**config.mk**
```make
export PLATFORM = sky130hd
export DESIGN_NAME = mux_sync_multi_flat
export DESIGN_NICKNAME = d
export VERILOG_FILES = /design/src/rtl/mux_sync_multi_if.sv /design/src/rtl/mux_sync_multi.sv /design/src/flat_wrapper.sv
export SDC_FILE = /design/constraint.sdc
export NUM_CORES = 1
export LEC_CHECK = 0
export ABC_AREA = 1
export CAP_MARGIN = 20
export CORE_ASPECT_RATIO = 0.6
export CORE_UTILIZATION = 44
export CTS_BUF_LIST = sky130_fd_sc_hd__clkbuf_4 sky130_fd_sc_hd__clkbuf_8
export DETAILED_ROUTE_END_ITERATION = 6
export PLACE_DENSITY = 0.81
export SLEW_MARGIN = 5
export SYNTH_ARGS = -nofsm -noshare
export SYNTH_HDL_FRONTEND = slang
export SYNTH_SLANG_ARGS = --single-unit
```
**constraint.sdc**
```tcl
create_clock -name clk -period 0.97 [get_ports clk]
set_input_delay 0.097 -clock clk [delete_from_list [all_inputs] [get_ports clk]]
set_output_delay 0.097 -clock clk [all_outputs]
set_load 0.05 [all_outputs]
```
**src/rtl/mux_sync_multi_if.sv**
```systemverilog
// rtl/mux_sync_multi_if.sv - per-channel bus, enable and handshake bundle for mux_sync_multi
interface mux_sync_multi_if #(
    parameter int NUM_CH    = 2,
    parameter int BUS_WIDTH = 8
);
    logic [NUM_CH*BUS_WIDTH-1:0] Unsync_Bus;
    logic [NUM_CH-1:0]           Enable;
    logic [NUM_CH-1:0]           Data_Ack;
    logic [NUM_CH-1:0]           Ovr_Clr;
    logic [NUM_CH*BUS_WIDTH-1:0] Sync_Bus;
    logic [NUM_CH-1:0]           Enable_Pulse;
    logic [NUM_CH-1:0]           Data_Valid;
    logic [NUM_CH-1:0]           Overrun;
    logic [NUM_CH-1:0]           Ack_Toggle;

    modport master (
        output Unsync_Bus, Enable, Data_Ack, Ovr_Clr,
        input  Sync_Bus, Enable_Pulse, Data_Valid, Overrun, Ack_Toggle
    );

    modport slave (
        input  Unsync_Bus, Enable, Data_Ack, Ovr_Clr,
        output Sync_Bus, Enable_Pulse, Data_Valid, Overrun, Ack_Toggle
    );
endinterface

```
**src/rtl/mux_sync_multi.sv**
```systemverilog
// rtl/mux_sync_multi.sv - multi-channel bus synchronizer with valid/ack handshake and overrun flag
module mux_sync_multi #(
    parameter int NUM_STAGES = 2,
    parameter int BUS_WIDTH  = 8,
    parameter int NUM_CH     = 2,
    parameter int EN_MODE    = 0,
    parameter int OVERWRITE  = 1
) (
    input  logic            clk,
    input  logic            rst,
    mux_sync_multi_if.slave chan_if
);
    localparam logic TOGGLE_MODE  = (EN_MODE != 0);
    localparam logic OVERWRITE_EN = (OVERWRITE != 0);

    logic [NUM_STAGES-1:0][NUM_CH-1:0] sync_q;
    logic [NUM_CH-1:0]                 en_cur_q;
    logic [NUM_CH-1:0]                 en_prev_q;
    logic [NUM_CH*BUS_WIDTH-1:0]       sync_bus_q, sync_bus_d;
    logic [NUM_CH-1:0]                 pulse_q, pulse_d;
    logic [NUM_CH-1:0]                 valid_q, valid_d;
    logic [NUM_CH-1:0]                 ovr_q, ovr_d;
    logic [NUM_CH-1:0]                 tog_q, tog_d;
    logic [NUM_CH-1:0]                 en_event;
    logic [NUM_CH-1:0]                 accept;
    logic [NUM_CH-1:0]                 ovr_set;
    logic [NUM_CH-1:0]                 load;
    logic [NUM_CH-1:0]                 ack_ok;

    always_comb begin
        en_event   = TOGGLE_MODE ? (en_cur_q ^ en_prev_q) : (en_cur_q & ~en_prev_q);
        ack_ok     = chan_if.Data_Ack & valid_q;
        // An ack in the capture cycle frees the slot, so the new word is accepted cleanly.
        accept     = en_event & (~valid_q | chan_if.Data_Ack);
        ovr_set    = en_event & valid_q & ~chan_if.Data_Ack;
        load       = accept | (ovr_set & {NUM_CH{OVERWRITE_EN}});
        pulse_d    = load;
        valid_d    = (valid_q & ~ack_ok) | accept;
        tog_d      = tog_q ^ ack_ok;
        ovr_d      = ovr_set | (ovr_q & ~chan_if.Ovr_Clr);
        sync_bus_d = sync_bus_q;
        for (int c = 0; c < NUM_CH; c++) begin
            if (load[c]) begin
                sync_bus_d[c*BUS_WIDTH +: BUS_WIDTH] = chan_if.Unsync_Bus[c*BUS_WIDTH +: BUS_WIDTH];
            end
        end
    end

    // en_cur_q/en_prev_q form the edge detector after the synchronizer proper.
    always_ff @(posedge clk) begin
        if (!rst) begin
            sync_q     <= '0;
            en_cur_q   <= '0;
            en_prev_q  <= '0;
            sync_bus_q <= '0;
            pulse_q    <= '0;
            valid_q    <= '0;
            ovr_q      <= '0;
            tog_q      <= '0;
        end else begin
            sync_q     <= {sync_q[NUM_STAGES-2:0], chan_if.Enable};
            en_cur_q   <= sync_q[NUM_STAGES-1];
            en_prev_q  <= en_cur_q;
            sync_bus_q <= sync_bus_d;
            pulse_q    <= pulse_d;
            valid_q    <= valid_d;
            ovr_q      <= ovr_d;
            tog_q      <= tog_d;
        end
    end

    assign chan_if.Sync_Bus     = sync_bus_q;
    assign chan_if.Enable_Pulse = pulse_q;
    assign chan_if.Data_Valid   = valid_q;
    assign chan_if.Overrun      = ovr_q;
    assign chan_if.Ack_Toggle   = tog_q;
endmodule

```
**src/flat_wrapper.sv**
```systemverilog
// flat-port wrapper written by rule: the top's interface ports become plain ports
module mux_sync_multi_flat 
#(
    parameter int NUM_STAGES = 2,
    parameter int BUS_WIDTH  = 8,
    parameter int NUM_CH     = 2,
    parameter int EN_MODE    = 0,
    parameter int OVERWRITE  = 1
)
  (clk, rst, chan_if_Unsync_Bus, chan_if_Enable, chan_if_Data_Ack, chan_if_Ovr_Clr, chan_if_Sync_Bus, chan_if_Enable_Pulse, chan_if_Data_Valid, chan_if_Overrun, chan_if_Ack_Toggle);
  mux_sync_multi_if #(.NUM_CH(NUM_CH), .BUS_WIDTH(BUS_WIDTH)) chan_if_i ();
  input  logic clk;
  input  logic rst;
  input wire logic [$bits(chan_if_i.Unsync_Bus)-1:0] chan_if_Unsync_Bus;
  input wire logic [$bits(chan_if_i.Enable)-1:0] chan_if_Enable;
  input wire logic [$bits(chan_if_i.Data_Ack)-1:0] chan_if_Data_Ack;
  input wire logic [$bits(chan_if_i.Ovr_Clr)-1:0] chan_if_Ovr_Clr;
  output wire logic [$bits(chan_if_i.Sync_Bus)-1:0] chan_if_Sync_Bus;
  output wire logic [$bits(chan_if_i.Enable_Pulse)-1:0] chan_if_Enable_Pulse;
  output wire logic [$bits(chan_if_i.Data_Valid)-1:0] chan_if_Data_Valid;
  output wire logic [$bits(chan_if_i.Overrun)-1:0] chan_if_Overrun;
  output wire logic [$bits(chan_if_i.Ack_Toggle)-1:0] chan_if_Ack_Toggle;
  assign chan_if_i.Unsync_Bus = chan_if_Unsync_Bus;
  assign chan_if_i.Enable = chan_if_Enable;
  assign chan_if_i.Data_Ack = chan_if_Data_Ack;
  assign chan_if_i.Ovr_Clr = chan_if_Ovr_Clr;
  assign chan_if_Sync_Bus = chan_if_i.Sync_Bus;
  assign chan_if_Enable_Pulse = chan_if_i.Enable_Pulse;
  assign chan_if_Data_Valid = chan_if_i.Data_Valid;
  assign chan_if_Overrun = chan_if_i.Overrun;
  assign chan_if_Ack_Toggle = chan_if_i.Ack_Toggle;
  mux_sync_multi #(.NUM_STAGES(NUM_STAGES), .BUS_WIDTH(BUS_WIDTH), .NUM_CH(NUM_CH), .EN_MODE(EN_MODE), .OVERWRITE(OVERWRITE)) u_core (.clk(clk), .rst(rst), .chan_if(chan_if_i));
endmodule
```
---- Yosys cells after proc, flatten, opt, wreduce, memory -nomap -nowiden ----
Index checks and enable logic that the tools add are counted.
cells by class
  bitwise logic cells ..................... 17
operator list
  kind               count
  AND 2 bit          7
  inverter 2 bit     5
  bitwise OR 2 bit   4
  bitwise XOR 2 bit  1
storage, ports and cells
  bits in registers ....................... 32
  bits of input ports ..................... 24
  output and inout port bits .............. 24
  logic and storage cells ................. 27

---- Longest topological paths before layout ----
  word-level depth ........................ 5
  mapped depth ............................ 5
  gate-level depth less buffers ........... 4

---- Worst setup path before layout ----
No wires, ideal clock.
  path type ............................... register to register
  start point ............................. register u_core.valid_q[0], in the netlist u_core.chan_if.Data_Valid[0]
  end point ............................... register u_core.valid_q[0], in the netlist u_core.chan_if.Data_Valid[0]
  setup time .............................. 74 ps
  data arrival time ....................... 936 ps
  data required time ...................... 896 ps
  path slack .............................. -40 ps
  cell stages (with the launch flop) ...... 5
  buffers on the path ..................... 0
  clock period less this slack ............ 1010 ps
  cell sequence ........................... dfxtp_1 -> inv_1 -> nor2_1 -> nand2_1 -> o21ai_0
between the ends
  longest elaborated chain between the ends .. 4
  elaborated cells between the ends (all ways) .. 7
  those cells by class .................... bitwise: 7
RTL lines
  item                                                line                                        source
  start: declaration                                  mux_sync_multi.sv:21                        logic [NUM_CH-1:0] valid_q, valid_d;
  start signal: assignment                            mux_sync_multi.sv:66                        valid_q <= valid_d;
  AND 2 bit or inverter 2 bit (tied branches)         mux_sync_multi.sv:32, mux_sync_multi.sv:34
  inverter 2 bit or bitwise OR 2 bit (tied branches)  mux_sync_multi.sv:38, mux_sync_multi.sv:34
  AND 2 bit (on tied branches)                        mux_sync_multi.sv:38, mux_sync_multi.sv:34
  bitwise OR 2 bit (*)                                mux_sync_multi.sv:38                        valid_d = (valid_q & ~ack_ok) | accept;
Every way passes the cells marked *; elsewhere a longest branch is shown, timed or not.
A chain may end at the register's enable or synchronous reset.

---- Final worst setup path ----
  start point ............................. register u_core.ovr_q[1], in the netlist u_core.chan_if.Overrun[1]
  end point ............................... output chan_if_Overrun[1]
RTL lines
  item                      line                  source
  start: declaration        mux_sync_multi.sv:22  logic [NUM_CH-1:0] ovr_q, ovr_d;
  start signal: assignment  mux_sync_multi.sv:67  ovr_q <= ovr_d;
  end: declaration          flat_wrapper.sv:21    output wire logic [$bits(chan_if_i.Overrun)-1:0] chan_if_Overrun;
No word-level cell between the ends.

==> results.md <==
* Status: finished, final reports clean
* Synthesized flop and latch total at 32
* Slew headroom at ~85%
* DR WL/cell at roughly 13 um
* Library cells used by synthesis at 13
* Setup CP Type: reg2out
* Flop2flop setup slack at around 0.040 ns
* Synth Instances at ~160
* Int Power at 2.23 mW
* Worst-path fanout max at 2
* Syn nets at roughly 190
* CTS Hold Bufs at 0
* Minimum clock period after layout at around 0.94 ns
* Largest net degree at the start of global routing at 22
* Syn-to-layout area delta at 69.5%
* Period utilization at just under 100%
* # Post-CTS Setup Buffers at 0
* # IOs at 48
* Critical path's slowest cell: dfxtp_1
* Pwr Total at 2.93 mW
* Final WL at ~3.2 mm
* Pwr dens at 1410 nW/um^2
* CP required at between 0.8 and 0.9 ns
* Post-DP HPWL at approximately 2.3 mm
* Layout cells sized above 1 at about a quarter
* Share of power burned in registers at 47.6%
* Clk root buf: clkbuf_8
* RSZ-0062 raised after global routing: yes
* Synth area leaders: dfxtp_1 52%, nor2_1 10%, nand2_1 9.8%
* Routability Congestion at 0.749
* Vias in the first global route at 1141
* Post-synthesis average cell area at 7.52 um^2
* Row count at 14
* Cell chain of the critical path: buf_12
* Antenna violations before repair at 0
* Aggregate global-route resource usage at between 20% and 30%
* Clock buffer depth at 2
* CTS resizes at 0
* Max-cap violations at 0
* Combinational share of power at approximately 16%
* Type of origin of the critical path: flip-flop
* Worst skew pair latency at roughly 0.28 ns
* Clock-pin slew on the worst setup and hold paths at ~0.06 ns
* Min-Delay Path Class: in2reg
* Setup total negative slack at 0 ns
* Sw Ratio at roughly a quarter
* Worst-margin pin slew at around 0.22 ns
* Max-slew violation count at 0
* Total congestion overflow at 0
* Sw power at roughly 0.70 mW
* Syn. warnings at 0
* Post-Syn Area at approximately 1200 um^2
* CTS Sinks at 32
* Crit path largest cell delay at around 0.4 ns
* Htree depth at 2
* Max IR drop VDD at between 1000 and 1500 uV
* Final hold viol count at 0
* Die Span Y at ~43 um
* Clock share of power at between 30 and 40%
* Ant. Diodes at 0
* FMAX at between 1 and 1.5 GHz
* Initial Util at approximately 48%
* Synth top area share at between 50 and 60%
* Clock Skew at 0.00678 ns
* Yosys top cell by area: dfxtp_1
* CP Buf/Inv Count at 1
* Post-route ant nets at 0
* Core Area at about 2600 um^2
* Pleak at 0.966 nW
* Sequential share of the synthesized area at between 50 and 60%
* DRC at 0
* Routed via count at between 1000 and 1500
* Cts bufs inserted at 5
* Post-Route Hold Slack at 0.349 ns
* CTS tree: yes
* Setup violations, final at 0
* Die area at roughly 3000 um^2
* Worst Path Arrival at about 0.84 ns
* Net count, final at between 200 and 250
* Crit-path leading delay family: flip-flops
* Drt pass-1 iters at 5
* Chip width at approximately 70 um
* First-pass GRT wire length at between 4 and 5 mm
* Vias/cell at about 4.8
* DR iter-0 viols at 53
* Port bufs at 47
* Critical Path End Type: output port
==> placed cells by master, fill, tap and decap left out <==
cell type        instances
buf_4                    4
clkdlybuf4s50_1         23
nor2_4                   2
inv_2                    4
dfxtp_2                  6
nand2_1                 32
clkbuf_8                 7
nand3_1                 18
nor2_2                   4
o21ai_0                  2
a21oi_1                  2
buf_12                  25
nand3b_1                 2
nor2_1                  34
dfxtp_1                 26
inv_1                   26
==> Yosys cell counts <==
| master | number |
|---|---|
| o21ai_0 | 2 |
| a21oi_1 | 2 |
| inv_1 | 26 |
| inv_2 | 4 |
| nor2_4 | 2 |
| nand3_1 | 18 |
| buf_6 | 4 |
| nor2_2 | 4 |
| buf_4 | 1 |
| nand3b_1 | 2 |
| nand2_1 | 32 |
| nor2_1 | 34 |
| dfxtp_1 | 32 |
==> final cells by class <==
| class | count | area, um^2 |
|---|---|---|
| repair buffers | 52 | 761 |
| flip-flops and latches | 32 | 648 |
| fillers | 159 | 497 |
| multi-input cells | 96 | 420 |
| inverters | 30 | 113 |
| clock buffers | 7 | 96.3 |
| well taps | 32 | 40.0 |
==> power by group through the flow <==
stage | clock [mW] | combinational, mW | sequential, mW
after CTS | 1.10 | 0.458 | 1.39
after floorplan | 0 | 0.119 | 1.50
after global routing | 1.16 | 0.485 | 1.40
after detailed placement | 0 | 0.454 | 1.42
after global placement | 0 | 0.440 | 1.42
final | 1.08 | 0.456 | 1.40
==> through the flow <==
stage	util, %	std cells	setup WS, ns	cell area (um^2)
2_1_floorplan	-	163	0.00452	1230
3_3_place_gp	76.8	242	-0.0918	1980
3_5_place_dp	76.8	242	-0.174	1980
4_1_cts	80.6	249	0.0130	2070
5_1_grt	80.7	249	-0.00606	2080
6_report	80.7	249	0.0316	2080
==> worst register-to-register path: cells and delay by family (launching register included) <==
kind / cells / cell delay, ns
buf+inv: 1 / 0.13
simple gates: 3 / 0.30
flops: 1 / 0.44
==> cell families after synthesis <==
group | synth area share [%]
AO/OA/AOI/OAI | 1.63
buffers and inverters | 13.5
flip-flops | 52.2
AND/OR/NAND/NOR | 32.7
==> registers in the layout (all words and copies together), names as in the netlist <==
signal                       flops
u_core.chan_if.Data_Valid        2
u_core.chan_if.Enable_Pulse      2
u_core.chan_if.Overrun           2
u_core.sync_q                    4
u_core.en_prev_q                 2
u_core.chan_if.Sync_Bus         16
u_core.chan_if.Ack_Toggle        2
u_core.en_cur_q                  2
==> path summary, 6_finish.rpt <==
path,from,end,cells after the start
worst min register to register,u_core.sync_q[3]$_SDFF_PN0_,u_core.en_cur_q[1]$_SDFF_PN0_,2
worst max register to register,u_core.en_prev_q[1]$_SDFF_PN0_,u_core.chan_if.Sync_Bus[10]$_SDFFE_PN0P_,4
worst min-delay path,chan_if_Enable[1],u_core.sync_q[1]$_SDFF_PN0_,3
worst max-delay path,u_core.chan_if.Overrun[1]$_SDFF_PN0_,chan_if_Overrun[1],1
==> per-layer routing <==
metal / track usage (%) / routed length, um / vias to the layer above
li1: - / - / 589
met4: 10.4 / 41 / 0
met1: 23.9 / 1240 / 549
met2: 38.7 / 1630 / 53
met3: 10.2 / 264 / 6
met5: 0 / 0 / -
No activity file was read; power rests on OpenSTA's default activity.
